### src/rtl/noncoh_acc_core.sv
// Noncoherent accumulation core: takes a coherent I/Q sample, computes an
// alpha-max/beta-min amplitude, scales it, adds a rescaled stored sum and
// clips the result. Per-frame peak value/index and exceed count are tracked.
// Latency is three cycles from coh_valid to out_valid.
module noncoh_acc_core #(
  parameter int COH_W   = 10,
  parameter int NC_W    = 8,
  parameter int SHIFT_W = 4,
  parameter int IDX_W   = 10,
  parameter int CNT_W   = 8
) (
  input  logic                      clk,
  input  logic                      rst_b,
  input  logic                      coh_valid,
  input  logic signed [COH_W-1:0]   coh_i,
  input  logic signed [COH_W-1:0]   coh_q,
  input  logic        [SHIFT_W-1:0] coh_exp,
  input  logic        [SHIFT_W-1:0] coh_shift,
  input  logic                      frame_start,
  input  logic                      first_pass,
  input  logic        [1:0]         extra_shift,
  input  logic        [NC_W-1:0]    noncoh_data,
  input  logic        [SHIFT_W-1:0] noncoh_shift,
  output logic                      out_valid,
  output logic        [NC_W:0]      noncoh_out,
  output logic                      exceed,
  output logic        [NC_W:0]      peak_value,
  output logic        [IDX_W-1:0]   peak_index,
  output logic        [CNT_W-1:0]   exceed_cnt
);

  localparam int AMP_W  = COH_W + 1;
  localparam int SUM_W  = COH_W + 2;
  // Wide enough to hold any sum plus the largest rounding constant.
  localparam int WIDE_W = SUM_W + 2**SHIFT_W;
  localparam int OUT_W  = NC_W + 1;

  localparam logic signed [COH_W-1:0] S_MIN    = {1'b1, {(COH_W-1){1'b0}}};
  localparam logic        [COH_W-1:0] ABS_MAX  = {1'b0, {(COH_W-1){1'b1}}};
  localparam logic        [WIDE_W-1:0] CLIP_LIM = WIDE_W'(2**OUT_W - 2);
  localparam logic        [CNT_W-1:0] CNT_MAX  = '1;

  // Magnitude with the most negative code saturated to the largest positive.
  function automatic logic [COH_W-1:0] abs_sat(input logic signed [COH_W-1:0] x);
    if (x == S_MIN) return ABS_MAX;
    else if (x[COH_W-1]) return $unsigned(-x);
    else return $unsigned(x);
  endfunction

  // Right shift with round-half-up; shift of zero passes the value through.
  function automatic logic [WIDE_W-1:0] rnd_shr(input logic [WIDE_W-1:0] x,
                                                input logic [SHIFT_W-1:0] s);
    logic [WIDE_W-1:0] half;
    half = {{(WIDE_W-1){1'b0}}, 1'b1} << (s - SHIFT_W'(1));
    if (s == '0) return x;
    else return (x + half) >> s;
  endfunction

  // Saturate to the largest legal stored sum.
  function automatic logic [OUT_W-1:0] clip_sat(input logic [WIDE_W-1:0] x);
    if (x > CLIP_LIM) return OUT_W'(CLIP_LIM);
    else return OUT_W'(x);
  endfunction

  logic                    vld_p0, vld_p1;
  logic [COH_W-1:0]        abs_i_p0, abs_q_p0;
  logic [SHIFT_W-1:0]      s_p0, s_p1;
  logic                    fs_p0, fs_p1, fp_p0, fp_p1;
  logic [1:0]              xs_p0, xs_p1;
  logic [AMP_W-1:0]        amp_p1;
  logic [COH_W-1:0]        mx_p0, mn_p0;

  logic [WIDE_W-1:0]       coh_term, nc_term, sum_full, scaled;
  logic [OUT_W-1:0]        clip_val;
  logic [IDX_W-1:0]        idx_cnt;

  // ---- stage 1 boundary: magnitudes and sample tags
  // Valid pipeline, cleared asynchronously so in-flight samples are dropped.
  always_ff @(posedge clk or negedge rst_b) begin
    if (!rst_b) begin
      vld_p0 <= 1'b0;
      vld_p1 <= 1'b0;
    end else begin
      vld_p0 <= coh_valid;
      vld_p1 <= vld_p0;
    end
  end

  // Stage 1 data: saturated magnitudes, coherent shift and per-sample tags.
  always_ff @(posedge clk) begin
    abs_i_p0 <= abs_sat(coh_i);
    abs_q_p0 <= abs_sat(coh_q);
    s_p0     <= coh_shift - coh_exp;
    fs_p0    <= frame_start;
    fp_p0    <= first_pass;
    xs_p0    <= extra_shift;
  end

  // ---- stage 2 boundary: amplitude estimate
  assign mx_p0 = (abs_i_p0 >= abs_q_p0) ? abs_i_p0 : abs_q_p0;
  assign mn_p0 = (abs_i_p0 >= abs_q_p0) ? abs_q_p0 : abs_i_p0;

  // Stage 2 data: max + min/2 amplitude, tags forwarded.
  always_ff @(posedge clk) begin
    amp_p1 <= AMP_W'(mx_p0) + AMP_W'(mn_p0 >> 1);
    s_p1   <= s_p0;
    fs_p1  <= fs_p0;
    fp_p1  <= fp_p0;
    xs_p1  <= xs_p0;
  end

  // ---- stage 3 boundary: scaling, accumulation, clip, output registers
  assign coh_term = rnd_shr(WIDE_W'(amp_p1), s_p1);
  assign nc_term  = fp_p1 ? '0 : rnd_shr(WIDE_W'(noncoh_data), noncoh_shift);
  assign sum_full = coh_term + nc_term;
  assign scaled   = rnd_shr(sum_full, SHIFT_W'(xs_p1));
  assign clip_val = clip_sat(scaled);
  assign exceed   = clip_val[NC_W];

  // Output sample register plus per-frame peak tracking and exceed counting.
  always_ff @(posedge clk or negedge rst_b) begin
    if (!rst_b) begin
      out_valid  <= 1'b0;
      noncoh_out <= '0;
      peak_value <= '0;
      peak_index <= '0;
      exceed_cnt <= '0;
      idx_cnt    <= '0;
    end else begin
      out_valid <= vld_p1;
      if (vld_p1) begin
        noncoh_out <= clip_val;
        if (fs_p1) begin
          peak_value <= clip_val;
          peak_index <= '0;
          idx_cnt    <= '0;
          exceed_cnt <= CNT_W'(clip_val[NC_W]);
        end else begin
          idx_cnt <= idx_cnt + IDX_W'(1);
          if (clip_val > peak_value) begin
            peak_value <= clip_val;
            peak_index <= idx_cnt + IDX_W'(1);
          end
          if (clip_val[NC_W] && (exceed_cnt != CNT_MAX))
            exceed_cnt <= exceed_cnt + CNT_W'(1);
        end
      end
    end
  end

endmodule

### config.mk
export PLATFORM = sky130hd
export DESIGN_NAME = noncoh_acc_core
export DESIGN_NICKNAME = d
export VERILOG_FILES = /design/src/rtl/noncoh_acc_core.sv
export SDC_FILE = /design/constraint.sdc
export NUM_CORES = 1
export LEC_CHECK = 0
export CORE_AREA = 2 2 127 129
export CTS_CLUSTER_SIZE = 16
export DETAILED_ROUTE_END_ITERATION = 16
export DIE_AREA = 0 0 129 131
export PLACE_DENSITY = 0.8
export SKIP_LAST_GASP = 1
export SLEW_MARGIN = 20
export SYNTH_ARGS = -nofsm -noshare
export SYNTH_HDL_FRONTEND = slang
export SYNTH_SLANG_ARGS = --single-unit
### constraint.sdc
create_clock -name clk -period 16.65 [get_ports clk]
set_input_delay 4.1625 -clock clk [delete_from_list [all_inputs] [get_ports clk]]
set_output_delay 4.1625 -clock clk [all_outputs]
set_load 0.05 [all_outputs]
==> results of run 1 <==
[through the flow]
step | setup slack (ns) | hold slack (ns) | area (um2) | total power [mW] | utilization (%)
after global routing | 0.0244 | 0.334 | 10500 | 1.16 | 67.1
after global placement | 0.761 | 0.310 | 10200 | 0.843 | 65.1
after CTS | 0.498 | 0.322 | 10400 | 1.06 | 66.9
final | 0.760 | 0.320 | 10500 | 1.08 | 67.1
after detailed placement | 0.541 | 0.312 | 10200 | 0.854 | 65.1
after floorplan | 1.56 | 0.310 | 9160 | 0.732 | -
[registers in the layout, indices dropped and copies added, names as in the netlist, 4 cells and up]
signal      cells
exceed_cnt      8
peak_value      9
abs_i_p0       10
abs_q_p0       10
idx_cnt        10
noncoh_out      9
peak_index     10
s_p0            4
s_p1            4
amp_p1         11
[worst max path at each step]
stage                  end            start
CTS                 exceed  noncoh_shift[1]
floorplan           exceed  noncoh_shift[0]
detailed placement  exceed  noncoh_shift[1]
finish              exceed  noncoh_shift[0]
global placement    exceed  noncoh_shift[1]
global route        exceed  noncoh_shift[0]
[critical path, delay by kind of cell]
family                   cells  cell delay [ns]
AO/OA/AOI/OAI               14             3.23
XOR/XNOR                     1             0.17
adder cells (fa/ha/maj)      4             1.06
buffers and inverters        7             1.52
multiplexers                 2             0.39
AND/OR/NAND/NOR              8             1.16
[layout make-up]
class	count	area share, %
Inverter	98	3.51
Tap cell	216	2.58
Multi-Input combinational cell	914	61.8
Clock inverter	6	0.466
Sequential cell	96	20.7
Clock buffer	10	2.28
Timing Repair Buffer	94	8.70
[what timing repair did]
| item | in CTS | in global routing |
|---|---|---|
| setup endpoints to repair | 0 | 1 |
| gates resized for setup | 0 | 4 |
| buffers inserted | 0 | 2 |
[cell usage in the layout (no fill, tap or decap), types with 10 or more instances in the layout]
| cell type | instances |
|---|---|
| nor2_1 | 98 |
| inv_1 | 94 |
| nand2_1 | 90 |
| ha_1 | 85 |
| clkdlybuf4s50_1 | 81 |
| a21oi_1 | 72 |
| o21ai_0 | 62 |
| dfrtp_1 | 49 |
| dfxtp_1 | 47 |
| xnor2_1 | 35 |
| nand3_1 | 34 |
| a21o_1 | 32 |
| mux2i_1 | 27 |
| o21a_1 | 27 |
| conb_1 | 25 |
| mux2_2 | 23 |
| nor3_1 | 23 |
| nor2b_1 | 20 |
| xor2_1 | 18 |
| a211oi_1 | 16 |
| o211ai_1 | 16 |
| nand2b_1 | 15 |
| and3_1 | 13 |
| a211o_1 | 12 |
| o22ai_1 | 11 |
| buf_4 | 11 |
| or3_1 | 10 |
[cell families after synthesis]
family          after synthesis
buf+inv                     141
flops                        96
mux                          58
xor+xnor                     54
simple gates                348
compound gates              338
other cells                   1
fa+ha+maj                    91
[cell usage after synthesis, types with 15 or more instances]
library cell,number
nand2b_1,15
dfxtp_1,47
inv_1,94
a21oi_1,72
ha_1,85
nand3_1,34
a211oi_1,16
o21a_1,27
dfrtp_1,49
mux2_2,23
nor2_1,98
o21ai_0,62
nand2_1,90
nor2b_1,20
mux2i_1,27
o211ai_1,16
clkbuf_1,35
xor2_1,18
nor3_1,23
xnor2_1,35
a21o_1,32
[per-layer routing]
| metal | track usage, % | vias up | part of all wire (%) |
|---|---|---|---|
| li1 | - | 4239 | - |
| met1 | 33.2 | 3904 | 46 |
| met2 | 42.0 | 258 | 47 |
| met3 | 4.03 | 36 | 5.9 |
| met4 | 6.52 | 0 | 1.5 |
| met5 | 0 | - | 0 |
[where the power goes]
part | leakage [nW] | total (mW) | internal, mW | switching [mW]
Clock | 0.145 | 0.207 | 0.108 | 0.0998
Sequential | 0.981 | 0.292 | 0.262 | 0.0306
Combinational | 3.68 | 0.579 | 0.254 | 0.325
Total | 4.80 | 1.08 | 0.623 | 0.455
==> key figures, run 1 <==
Global route
  – Initial antenna violation count: 0
  – Largest net degree at the start of global routing: 57
  – First-pass GRT wire length: 34300 um
  – Total GRT Usage: 24.8%
  – Overflow after GRT: 0
  – Vias in the first global route: 7448

Worst setup path
  – Reg2reg setup slack: 4.75 ns
  – Slowest CP cell: clkdlybuf4s50_1
  – CP endpoint kind: output port
  – Reg2Reg Depth: 48
  – Worst R2R End: peak_index[4]
  – Critical path data required time: 12.49 ns
  – RR Startpoint: s_p1[1]
  – Crit-path max cell delay: about 0.64 ns
  – WS Path Type: input port to output port
  – Max FO, Critical Path: 12
  – CP arrival: about 12 ns
  – CP Launch Type: input port

Finish
  – # nets final: 1351
  – Multi-input logic area: between 6000 and 7000 um2
  – Layout cells sized above 1: 6.73%
  – # diodes: 0
  – Number of fill cells: 1341
  – Post-Layout Cell Count: 1434
  – Area Growth Syn to Fin: 15.5%
  – FF/Latch Area: approximately 2200 um2

Place
  – Detailed Place HPWL: between 15000 and 20000 um
  – GPL Wtd Cong: 0.935
  – Port bufs: 84
  – Dpl cells: 1416

Status
  – Status: finished, final reports clean

Synth
  – Largest family of logic cells by synthesized area: compound AO/OA/AOI/OAI gates
  – Mapped Area: 9060 um2
  – Synth top area cells: dfrtp_1 (14%), ha_1 (12%), dfxtp_1 (10%), nor2_1 (4.1%), a21oi_1 (4.0%)
  – Mean Syn Cell Area: 8.04 um2
  – Synthesized-area fraction occupied by adder cells: 13.1%
  – Synth top area share: 13.5%
  – Simple-Gate Fraction of Synth Area: between 10% and 20%
  – Post-Synth XOR/XNOR Area: 5.37%
  – Sequential-to-total area share from yosys stat: a little under a quarter
  – Post-synth EDFFs: 0
  – Post-synthesis async set-or-reset flop share: 51.0%
  – Ys flop type: dfrtp_1
  – Synth Area in Compound Gates: 25.4%
  – #FFs+latches synth: 96
  – Mapped Cells: 1127
  – Netlist cell types: 82
  – Yosys top cell by area: dfrtp_1
  – Mux contribution to synthesized area: under 10%
  – Syn. warnings: 0

Hold path
  – Hold depth: 0
  – Worst hold start: s_p0[2]
  – Hold EP: s_p1[2]
  – Hold WC Path Type: flop to flop

Die
  – Initial Utilization: 58.1%
  – Die Wd: 129 um
  – Row count: 46
  – Die height: 131 um
  – Num ports: between 80 and 90
  – Placeable Area: 15600 um2
  – Full die area: 16900 um2

Flow run
  – Max-Cap Viols: 0

Route
  – Vias: 8437
  – Iter 0 DRT Violations: 579
  – DR vias/cell: between 5 and 6
  – WL/cell: 14.6 um
  – DRC: 0
  – DR pass1 iterations: 7
  – Antenna Nets Post-Route: 0
  – Final WL: between 20000 and 25000 um

Clock tree
  – Worst-path clk slew: 0.07 ns
  – Sink Count: 96
  – Clock network latency to the later pin of the worst-skew pair: 0.36 ns
  – CTS tree: built
  – CTS max path bufs: 2
  – TritonCTS Buffers: 9
  – Clk root buf: clkbuf_16
  – Hold Buf Count CTS: 0
  – H-tree levels: 3

STA
  – Setup TNS: 0 ns
  – Final Cycle Share: 95.4%
  – Final worst path period need: approximately 16 ns
  – RSZ-0062 raised after global routing: false
  – Number of setup violations in the final report: 0
  – Worst-Margin Slew: between 0.9 and 1 ns
  – Hold violation total from the final report: 0
  – Rel. slew slack: 36.1%
  – Clk_skew: 0.0183 ns
  – Slew Limit Fails: 0
  – Peak Freq: 62.9 MHz

Power and ir drop
  – Pleak: 4.80 nW
  – Peak VDD IR: 0.0606 mV
  – PD cells: 103 nW/um2
Power figures use the tool's default switching activity.
==> run 2, diff against run 1 <==
Settings changed: ABC_AREA set to 1, PLACE_DENSITY 0.8 to 0.79.
Clock period 16.65 ns to 17.1 ns, I/O delays scaled along.
==> run 2 against run 1 <==
Utilization is 0.66 points lower. Register-to-register slack improved by 2.2 ns. Global-route usage grew 1.1 points. Critical path depth rose by 10. Area after synthesis shrank 1.3%. Largest power group unchanged. Cell count increased by 17%. Sequential power shrank 1%. Non-clock buffer count shrank 7. Critical endpoint unchanged. Via count rose by 5.7%. Setup slack better by 0.33 ns. Sequential share of layout area rose by 0.20 points.
==> key figures, run 2 <==
Clock tree
  – H-tree levels: 3
  – TritonCTS Buffers: 9
  – Hold Buf Count CTS: 0
  – CTS tree: built
  – Sink Count: 96
  – Worst-path clk slew: 0.07 ns
  – CTS max path bufs: 2
  – PostCTS Resize Cnt: 0
  – Setup Fix Bufs, Post-CTS: 0
  – Clock network latency to the later pin of the worst-skew pair: 0.36 ns
  – Clk root buf: clkbuf_16

Route
  – Antenna Nets Post-Route: 0
  – WL/cell: 12.5 um
  – Final WL: around 21000 um
  – Vias: 8920
  – Iter 0 DRT Violations: 518
  – DR pass1 iterations: 7
  – DRC: 0
  – DR vias/cell: 5.30

Synth
  – Mapped Area: 8950 um2
  – Post-synth EDFFs: 0
  – Commonest cells post-synth: nand2_1 (349), inv_1 (176), nor2_1 (114)
  – Syn. warnings: 0
  – Ys flop type: dfrtp_1
  – #FFs+latches synth: 96
  – Mean Syn Cell Area: 6.54 um2
  – Post-synthesis async set-or-reset flop share: 51.0%
  – Sequential-to-total area share from yosys stat: between 20% and 30%
  – Synth top area share: about 15%
  – Mapped Cells: 1368
  – Netlist cell types: between 50 and 60
  – Yosys top cell by area: nand2_1
  – Most common cell in the netlist: nand2_1
  – Synth top area cells: nand2_1 (15%), dfrtp_1 (14%), ha_1 (12%), dfxtp_1 (11%), inv_1 (7.4%)

Worst setup path
  – Slowest CP cell: clkdlybuf4s50_1
  – CP arrival: ~12 ns
  – CP endpoint kind: output port
  – Critical path data required time: 12.82 ns
  – WS Path Type: input port to output port
  – Most frequent cell on the critical path: nand2_1
  – Reg2reg setup slack: 6.90 ns
  – Max FO, Critical Path: 9
  – RR Startpoint: s_p1[0]
  – Crit-path max cell delay: 0.74 ns
  – Crit. Startpoint: noncoh_shift[0]
  – Worst R2R End: peak_value[2]
  – CP Launch Type: input port
  – Reg2Reg Depth: 55

Finish
  – Layout Utilization: 66.5%
  – Most flops, register: amp_p1
  – Commonest cells after routing, fill and taps aside: nand2_1 (349), inv_1 (176), nor2_1 (114), nand3_1 (112), o21ai_0 (89)
  – # diodes: 0
  – Most common cell after layout, fill and taps aside: nand2_1
  – Layout cells sized above 1: 5.04%
  – # nets final: 1601
  – Area Growth Syn to Fin: 15.8%
  – Post-Layout Cell Count: 1684
  – Max reg flops: 11

Global route
  – Overflow after GRT: 0
  – Vias in the first global route: 8181
  – Largest net degree at the start of global routing: 50
  – Total GRT Usage: roughly 26%
  – First-pass GRT wire length: 36300 um
  – Initial antenna violation count: 0

Power and ir drop
  – Pleak: about 5.2 nW
  – Sw power: 0.516 mW
  – Internal power: 0.588 mW
  – Logic pwr share: 55.7%
  – Part of the power in the clock network: 18.2%
  – Sequential share of power: approximately a quarter
  – Peak VDD IR: around 0.069 mV
  – PD cells: ~110 nW/um2
  – Switch share: a little under half

Die
  – Full die area: between 15000 and 20000 um2
  – Placeable Area: about 16000 um2
  – Die height: 131 um
  – Num ports: 85
  – Row count: 46
  – Die Wd: 129 um
  – Initial Utilization: 57.4%

Flow run
  – Max-Cap Viols: 0

STA
  – Final worst path period need: 16.01 ns
  – Number of setup violations in the final report: 0
  – Setup TNS: 0 ns
  – Worst-Margin Slew: around 1.0 ns
  – Clk_skew: 0.0134 ns
  – WHS: 0.327 ns
  – Rel. slew slack: 29.8%
  – RSZ-0062 raised after global routing: false
  – Peak Freq: 62.5 MHz
  – Hold violation total from the final report: 0
  – Slew Limit Fails: 0
  – Final Cycle Share: 93.6%

Hold path
  – Worst hold start: xs_p0[1]
  – Hold EP: xs_p1[1]
  – Hold depth: 0
  – Hold WC Path Type: flop to flop

Place
  – Detailed Place HPWL: 16800 um
  – Dpl cells: 1668
  – GPL Wtd Cong: about 0.94
  – Port bufs: 84

Status
  – Status: finished, final reports clean
[run 2: cell types whose count changed after synthesis, sizes merged, moves of 24 or more]
cell / before / now
nand2: 90 / 364
nand3: 34 / 121
inv: 95 / 180
o21ai: 66 / 104
a21o: 32 / 1
mux2i: 27 / 2
xnor2: 35 / 11
[run 2: cell families after synthesis]
family,share of synthesized area [%]
DFF,24.2
adders and majority gates,13.2
muxes,0.224
AOI/OAI and AO/OA,15.7
other,0.0419
and+or+nand+nor,33.7
xor gates and xnor gates,3.92
buffers and inverters,9.02
[run 2: per-layer routing]
layer  vias to the layer above  global-route usage (%)  part of all wire (%)
met4                         0                    8.18                   2.0
met5                         -                       0                     0
li1                       4685                       -                     -
met3                        32                    3.14                   3.3
met1                      4028                    32.8                    45
met2                       175                    46.3                    49
[run 2: power groups by stage]
stage / logic [mW] / clock network, mW / registers (mW)
floorplan: 0.433 / 0 / 0.322
global placement: 0.585 / 0 / 0.292
detailed placement: 0.595 / 0 / 0.293
global route: 0.698 / 0.212 / 0.292
CTS: 0.600 / 0.204 / 0.288
finish: 0.615 / 0.201 / 0.288
[run 2: worst max path at each step]
stage | to | slack [ns] | cells past startpoint
floorplan | exceed | 3.06 | 45
global placement | exceed | 1.41 | 41
detailed placement | exceed | 1.20 | 46
CTS | exceed | 1.18 | 46
global route | exceed | 0.21 | 44
finish | exceed | 1.09 | 46
[run 2: layout make-up]
class                      count  area, um2
multi-input combinational   1082       6070
fill                        1416       5230
sequential                    96       2170
timing repair buffer          87        858
inverter                     187        703
tap                          216        270
clock buffer                  10        239
clock inverter                 6       60.1
[run 2: stage by stage]
step / instance area [um2] / power (mW) / worst slack (ns)
after detailed placement: 10100 / 0.888 / 1.20
after global placement: 10100 / 0.877 / 1.41
after CTS: 10400 / 1.09 / 1.18
final: 10400 / 1.10 / 1.09
after floorplan: 9040 / 0.755 / 3.06
after global routing: 10400 / 1.20 / 0.214
[run 2: worst max-delay path, delay by kind of cell]
| kind | cells | cell delay [ns] |
|---|---|---|
| adder cells (fa/ha/maj) | 4 | 1.27 |
| buffers and inverters | 9 | 2.05 |
| AND/OR/NAND/NOR | 21 | 2.14 |
| XOR/XNOR | 2 | 0.29 |
| AO/OA/AOI/OAI | 10 | 1.70 |
